===== config.mk =====
export PLATFORM = sky130hd
export DESIGN_NAME = sr_latch_seq_ctrl
export DESIGN_NICKNAME = d
export VERILOG_FILES = /design/src/rtl/sr_latch_seq_ctrl_pkg.sv /design/src/rtl/sr_latch_seq_ctrl_rr_arbiter.sv /design/src/rtl/sr_latch_seq_ctrl.sv
export SDC_FILE = /design/constraint.sdc
export NUM_CORES = 1
export LEC_CHECK = 0
export ABC_CLOCK_PERIOD_IN_PS = 3100
export CAP_MARGIN = 40
export CORE_ASPECT_RATIO = 1.5
export CORE_MARGIN = 4
export CORE_UTILIZATION = 56
export DETAILED_ROUTE_END_ITERATION = 8
export DONT_BUFFER_PORTS = 1
export GPL_TIMING_DRIVEN = 0
export PLACE_DENSITY = 0.86
export REMOVE_ABC_BUFFERS = 1
export SYNTH_ARGS = -nofsm -noshare
export SYNTH_HDL_FRONTEND = slang
export SYNTH_SLANG_ARGS = --single-unit

===== constraint.sdc =====
create_clock -name clk -period 3.1 [get_ports clk]
set_clock_uncertainty 0.05 [all_clocks]
set_input_delay 0.62 -clock clk [delete_from_list [all_inputs] [get_ports clk]]
set_output_delay 0.62 -clock clk [all_outputs]
set_load 0.01 [all_outputs]

===== src/rtl/sr_latch_seq_ctrl_pkg.sv =====
// Shared state encodings, op codes and sizing helpers for the SR-latch sequencer.
// Pure definitions: no latency, no backpressure.
package sr_latch_seq_ctrl_pkg;

  typedef enum logic [1:0] {
    ST_IDLE  = 2'd0,
    ST_PULSE = 2'd1,
    ST_GAP   = 2'd2,
    ST_CHECK = 2'd3
  } state_t;

  localparam logic OP_SET   = 1'b1;
  localparam logic OP_RESET = 1'b0;

  // Counter must hold values up to the longer of the pulse and guard phases.
  function automatic int cnt_bits(input int pulse_w, input int gap_w);
    int longest;
    longest = (pulse_w > gap_w) ? pulse_w : gap_w;
    return $clog2(longest + 1);
  endfunction

  function automatic int idx_bits(input int n);
    return (n <= 2) ? 1 : $clog2(n);
  endfunction

endpackage


===== src/rtl/sr_latch_seq_ctrl_rr_arbiter.sv =====
// Round-robin arbiter: first asserted req at or after ptr wins, one-hot grant plus index.
// Combinational, zero latency; no backpressure (grant is recomputed every cycle).
module sr_latch_seq_ctrl_rr_arbiter #(
  parameter int N_REQ = 4,
  parameter int IDX_W = 2
) (
  input  logic [N_REQ-1:0] req,
  input  logic [IDX_W-1:0] ptr,
  output logic [N_REQ-1:0] grant,
  output logic [IDX_W-1:0] grant_idx,
  output logic             grant_vld
);

  int unsigned      cand;
  logic [IDX_W-1:0] cand_idx;

  always_comb begin
    grant     = '0;
    grant_idx = '0;
    grant_vld = 1'b0;
    cand      = 0;
    cand_idx  = '0;
    for (int i = 0; i < N_REQ; i++) begin
      // ptr and i are both below N_REQ, so one subtraction folds the wrap.
      cand = 32'(ptr) + 32'(i);
      if (cand >= 32'(N_REQ)) begin
        cand = cand - 32'(N_REQ);
      end
      cand_idx = IDX_W'(cand);
      if (!grant_vld && req[cand_idx]) begin
        grant_vld       = 1'b1;
        grant_idx       = cand_idx;
        grant[cand_idx] = 1'b1;
      end
    end
  end

endmodule


===== src/rtl/sr_latch_seq_ctrl.sv =====
// Shares one active-low SR latch among N_REQ requesters: arbitrate, pulse set_n/reset_n, guard, check q, ack.
// Latency 1+PULSE_W+GAP_W+1 cycles per grant; requesters hold req until ack, others wait their round-robin turn.
module sr_latch_seq_ctrl
  import sr_latch_seq_ctrl_pkg::*;
#(
  parameter int N_REQ   = 4,
  parameter int PULSE_W = 2,
  parameter int GAP_W   = 2
) (
  input  logic             clk,
  input  logic             rst_n,
  input  logic [N_REQ-1:0] req,
  input  logic [N_REQ-1:0] req_op,
  input  logic             latch_q,
  output logic             set_n,
  output logic             reset_n,
  output logic [N_REQ-1:0] ack,
  output logic             ack_ok,
  output logic             busy
);

  localparam int IDX_W = idx_bits(N_REQ);
  localparam int CNT_W = cnt_bits(PULSE_W, GAP_W);

  localparam logic [CNT_W-1:0] PULSE_LAST = CNT_W'(PULSE_W - 1);
  localparam logic [CNT_W-1:0] GAP_LAST   = CNT_W'(GAP_W - 1);
  localparam logic [IDX_W-1:0] IDX_MAX    = IDX_W'(N_REQ - 1);

  logic             q_meta_q, q_s_q;
  state_t           state_q, state_d;
  logic [CNT_W-1:0] cnt_q, cnt_d;
  logic [N_REQ-1:0] grant_q, grant_d;
  logic [IDX_W-1:0] gidx_q, gidx_d;
  logic             op_q, op_d;
  logic [IDX_W-1:0] ptr_q, ptr_d;
  logic             set_n_q, set_n_d;
  logic             reset_n_q, reset_n_d;
  logic [N_REQ-1:0] ack_q, ack_d;
  logic             ack_ok_q, ack_ok_d;

  logic [N_REQ-1:0] arb_grant;
  logic [IDX_W-1:0] arb_idx;
  logic             arb_vld;
  logic             arb_op;

  sr_latch_seq_ctrl_rr_arbiter #(
    .N_REQ (N_REQ),
    .IDX_W (IDX_W)
  ) u_arb (
    .req       (req),
    .ptr       (ptr_q),
    .grant     (arb_grant),
    .grant_idx (arb_idx),
    .grant_vld (arb_vld)
  );

  assign arb_op = |(req_op & arb_grant);

  // latch_q is asynchronous to clk; only q_s_q is ever consumed.
  always_ff @(posedge clk or negedge rst_n) begin
    if (!rst_n) begin
      q_meta_q <= 1'b0;
      q_s_q    <= 1'b0;
    end else begin
      q_meta_q <= latch_q;
      q_s_q    <= q_meta_q;
    end
  end

  always_ff @(posedge clk or negedge rst_n) begin
    if (!rst_n) begin
      state_q   <= ST_IDLE;
      cnt_q     <= '0;
      grant_q   <= '0;
      gidx_q    <= '0;
      op_q      <= OP_RESET;
      ptr_q     <= '0;
      set_n_q   <= 1'b1;
      reset_n_q <= 1'b1;
      ack_q     <= '0;
      ack_ok_q  <= 1'b0;
    end else begin
      state_q   <= state_d;
      cnt_q     <= cnt_d;
      grant_q   <= grant_d;
      gidx_q    <= gidx_d;
      op_q      <= op_d;
      ptr_q     <= ptr_d;
      set_n_q   <= set_n_d;
      reset_n_q <= reset_n_d;
      ack_q     <= ack_d;
      ack_ok_q  <= ack_ok_d;
    end
  end

  // Latch inputs default high; only PULSE (and the IDLE->PULSE edge) pulls exactly one of them low.
  always_comb begin
    state_d   = state_q;
    cnt_d     = cnt_q;
    grant_d   = grant_q;
    gidx_d    = gidx_q;
    op_d      = op_q;
    ptr_d     = ptr_q;
    set_n_d   = 1'b1;
    reset_n_d = 1'b1;
    ack_d     = '0;
    ack_ok_d  = 1'b0;

    case (state_q)
      ST_IDLE: begin
        cnt_d = '0;
        if (arb_vld) begin
          grant_d   = arb_grant;
          gidx_d    = arb_idx;
          op_d      = arb_op;
          set_n_d   = (arb_op != OP_SET);
          reset_n_d = (arb_op == OP_SET);
          state_d   = ST_PULSE;
        end
      end

      ST_PULSE: begin
        if (cnt_q == PULSE_LAST) begin
          cnt_d   = '0;
          state_d = ST_GAP;
        end else begin
          cnt_d     = cnt_q + CNT_W'(1);
          set_n_d   = (op_q != OP_SET);
          reset_n_d = (op_q == OP_SET);
        end
      end

      ST_GAP: begin
        if (cnt_q == GAP_LAST) begin
          cnt_d    = '0;
          ack_d    = grant_q;
          ack_ok_d = (q_s_q == op_q);
          state_d  = ST_CHECK;
        end else begin
          cnt_d = cnt_q + CNT_W'(1);
        end
      end

      ST_CHECK: begin
        ptr_d   = (gidx_q == IDX_MAX) ? '0 : gidx_q + IDX_W'(1);
        state_d = ST_IDLE;
      end

      default: begin
        cnt_d   = '0;
        state_d = ST_IDLE;
      end
    endcase
  end

  assign set_n   = set_n_q;
  assign reset_n = reset_n_q;
  assign ack     = ack_q;
  assign ack_ok  = ack_ok_q;
  assign busy    = (state_q != ST_IDLE);

endmodule


==> summary.md <==
| Metric | Value |
|---|---|
| Status | complete, no violations |
| Hold crit path type | primary input to asynchronous set/reset pin |
| Delay-heaviest family, CP | simple AND/OR/NAND/NOR gates |
| Worst r2r src | ptr_q[0] |
| DRT Wirelength | between 2000 and 3000 um |
| Slew HR | 0.421 |
| Post-Syn Area per Cell | 9.76 um^2 |
| Crit-path cells | clkinvlp_4 -> ha_4 -> mux4_2 -> or2_2 -> or3_4 -> nand2_4 -> mux2_2 |
| Antenna cell count | 0 |
| Setup Crit Path Kind | flip-flop to flip-flop |
| Crit end category | flip-flop |
| Post-synth top flop | dfrtp_1 |
| Vias per cell | about 6.0 |
| First-pass GRT wire length | 5040 um |
| Yosys cell types | 39 |
| Req. time, crit path | ~3300 ps |
| IO buf count | 0 |
| RSZ-0062 raised after global routing | false |
| Starting Density | 0.604 |
| Syn-to-layout area delta | 7.03% |
| I/O pins | 19 |
| Setup TNS Final | 0 ps |
| CTS clk-pin slew, worst paths | roughly 120 ps |
| Share of cells above drive strength 1 | 0.171 |
| GP Congestion | 0.866 |
| Slowest CP cell | mux4_2 |
| Total track usage | 0.175 |
| Startpoint types | flip-flop |
| Power Total | approximately 0.0018 W |
| Reg2reg path depth | 7 |
| Worst Max-Slew Pin Slew | ~870 ps |
| Post-Syn Instances | around 160 |
| Count of final max-slew check failures | 0 |
| Max-cap violations | 0 |
| Pre-CTS setup slack | -561 ps |
| H-tree levels | 1 |
| Max IR drop VDD | just under 0.7 mV |
| Die Span Y | approximately 72 um |
| Core Rows | 22 |
| Footprint of the multi-input gates | about 900 um^2 |
| CTS root buf | clkbuf_4 |
| Number of synthesized register bits | 22 |
| Number of global-route vias before repair | about 1100 |
| Drt drc | 0 |
| Final min period | ~3000 ps |
| Synth top area share | 0.331 |
| Synth area leader | dfrtp_1 |
| Leak | 0.720 nW |
| CTS buffer count | 3 |
| CP peak stage delay | approximately 560 ps |
| Worst-Skew Late Latency | 310 ps |
| Reg2Reg Setup Slack | 130 ps |
| Largest net degree at the start of global routing | 21 |
| Core area | approximately 2500 um^2 |
| CTS sink cnt | 22 |
| Uppermost layer routed | met4 |
| Via Count | between 1000 and 1500 |
| Synth warn | 0 |
| EDFF count, synth | 0 |
| Crit path max fanout | 12 |
| Fin crit share | 0.959 |
| Sequential cell area | between 500 and 600 um^2 |
| Pwr dens | ~1100 nW/um^2 |
| Routed wl met2 | between 1500 and 2000 um |
| Max Clk Rate | between 300 and 400 MHz |
| Fillcell total | 183 |
| Die area | 3610 um^2 |
| Post-DP HPWL | 2120 um |
| Cell Area, Synth | between 1500 and 2000 um^2 |
| Total congestion overflow | 0 |
| CP bufs+invs | 1 |
| Clk buf depth | 2 |
| Final hold viol count | 0 |
| Nets | ~180 |
| DRT Pass-1 Iters | 4 |
| Final Util | 0.646 |
| Critical path arrival | 3130 ps |
| Met1 WL | roughly 1200 um |
| Post-route setup slack | around 130 ps |
| Met3 WL | between 100 and 150 um |
| Async S/R FF share, synth | 1.00 |
| Chip width | around 50 um |
| Hold WS | 81.9 ps |
| Routed length per instance | roughly 15 um |
| Register area share after synthesis | 0.366 |
| Final setup fails | 0 |
| Synth area leaders | dfrtp_1, ha_1, mux4_2 |
| CTS tree | yes |
| Reg2reg end | op_q |
| Drt first-iter violations | 37 |
| Initial antenna violation count | 0 |
| Final ANT Viol Nets | 0 |
synthesized netlist by cell type (5+ instances only):
library cell / count
o21ai_0: 14
and3_1: 5
a21oi_1: 12
ha_1: 11
nand2b_1: 7
inv_1: 9
nand2_1: 16
dfrtp_1: 20
placed cells by master, fill, tap and decap left out, types with 2 or more instances in the layout:
cell,n
ha_1,10
a21oi_1,12
mux2i_1,4
inv_1,8
a211oi_1,2
and3b_1,2
nand2b_1,7
nand2_1,16
nand3_1,2
buf_4,5
dfrtp_1,18
and3_1,5
mux2_2,4
nor2b_1,2
a2bb2oi_1,2
nor2_1,3
o211ai_1,2
o21ai_0,14
a211o_1,2
dfstp_2,2
a21o_1,2
o32a_1,2
o22ai_1,4
a22oi_1,4
clkbuf_4,3
mux4_2,4
worst max-delay path by stage:
| stage | start | to | cells after the start |
|---|---|---|---|
| 3_5_place_dp | ptr_q[0] | op_q | 7 |
| 2_1_floorplan | ptr_q[0] | op_q | 7 |
| 6_report | ptr_q[0] | op_q | 7 |
| 4_1_cts | ptr_q[0] | op_q | 7 |
| 5_1_grt | ptr_q[0] | op_q | 7 |
| 3_3_place_gp | ptr_q[0] | op_q | 7 |
power breakdown:
| group | leakage (nW) | internal (W) | switching [W] |
|---|---|---|---|
| registers | 0.274 | 0.000396 | 0.0000802 |
| logic | 0.426 | 0.000521 | 0.000612 |
| clock network | 0.0210 | 0.0000717 | 0.0000811 |
| total | 0.720 | 0.000989 | 0.000774 |
flip-flops by register name (all words and copies together), names as in the netlist:
name      count
ack           4
grant_q       4
cnt_q         2
gidx_q        2
ptr_q         2
state_q       2
ack_ok        1
op_q          1
q_meta_q      1
q_s_q         1
reset_n       1
set_n         1
final cells by class:
class / count / share of cell area
sequential: 22 / 0.345
inverter: 9 / 0.0232
tap: 36 / 0.0278
multi-input combinational: 117 / 0.553
timing repair buffer: 6 / 0.0294
clock buffer: 4 / 0.0224
stage by stage:
| step | instances | area [um^2] |
|---|---|---|
| after floorplan | 148 | 1460 |
| after global placement | 184 | 1510 |
| after detailed placement | 184 | 1510 |
| after CTS | 191 | 1590 |
| after global routing | 194 | 1620 |
| final | 194 | 1620 |
metal layers:
layer | up-vias | GRT usage
met5 | - | 0
met4 | 0 | 0.0808
met1 | 553 | 0.192
li1 | 569 | -
met3 | 7 | 0.0249
met2 | 34 | 0.323
timing repair:
item	in CTS	in global routing
pin swaps	0	0
gates resized for setup	5	2
hold endpoints to repair	20	0
hold buffers	1	0
setup buffers	2	3
endpoints found under the setup margin	11	1
logic make-up (layout without fill, tap and decap cells):
kind of cell               after synthesis  in the layout  share of synthesized area
AOI/OAI and AO/OA                       49             49                      0.206
and+or+nand+nor                         44             44                      0.161
DFF                                     22             22                      0.366
buffers and inverters                   16             19                     0.0546
adders and majority gates               11             11                     0.0910
muxes                                   12             12                      0.116
xor gates and xnor gates                 1              1                    0.00579
(Power assumes the default switching activity.)
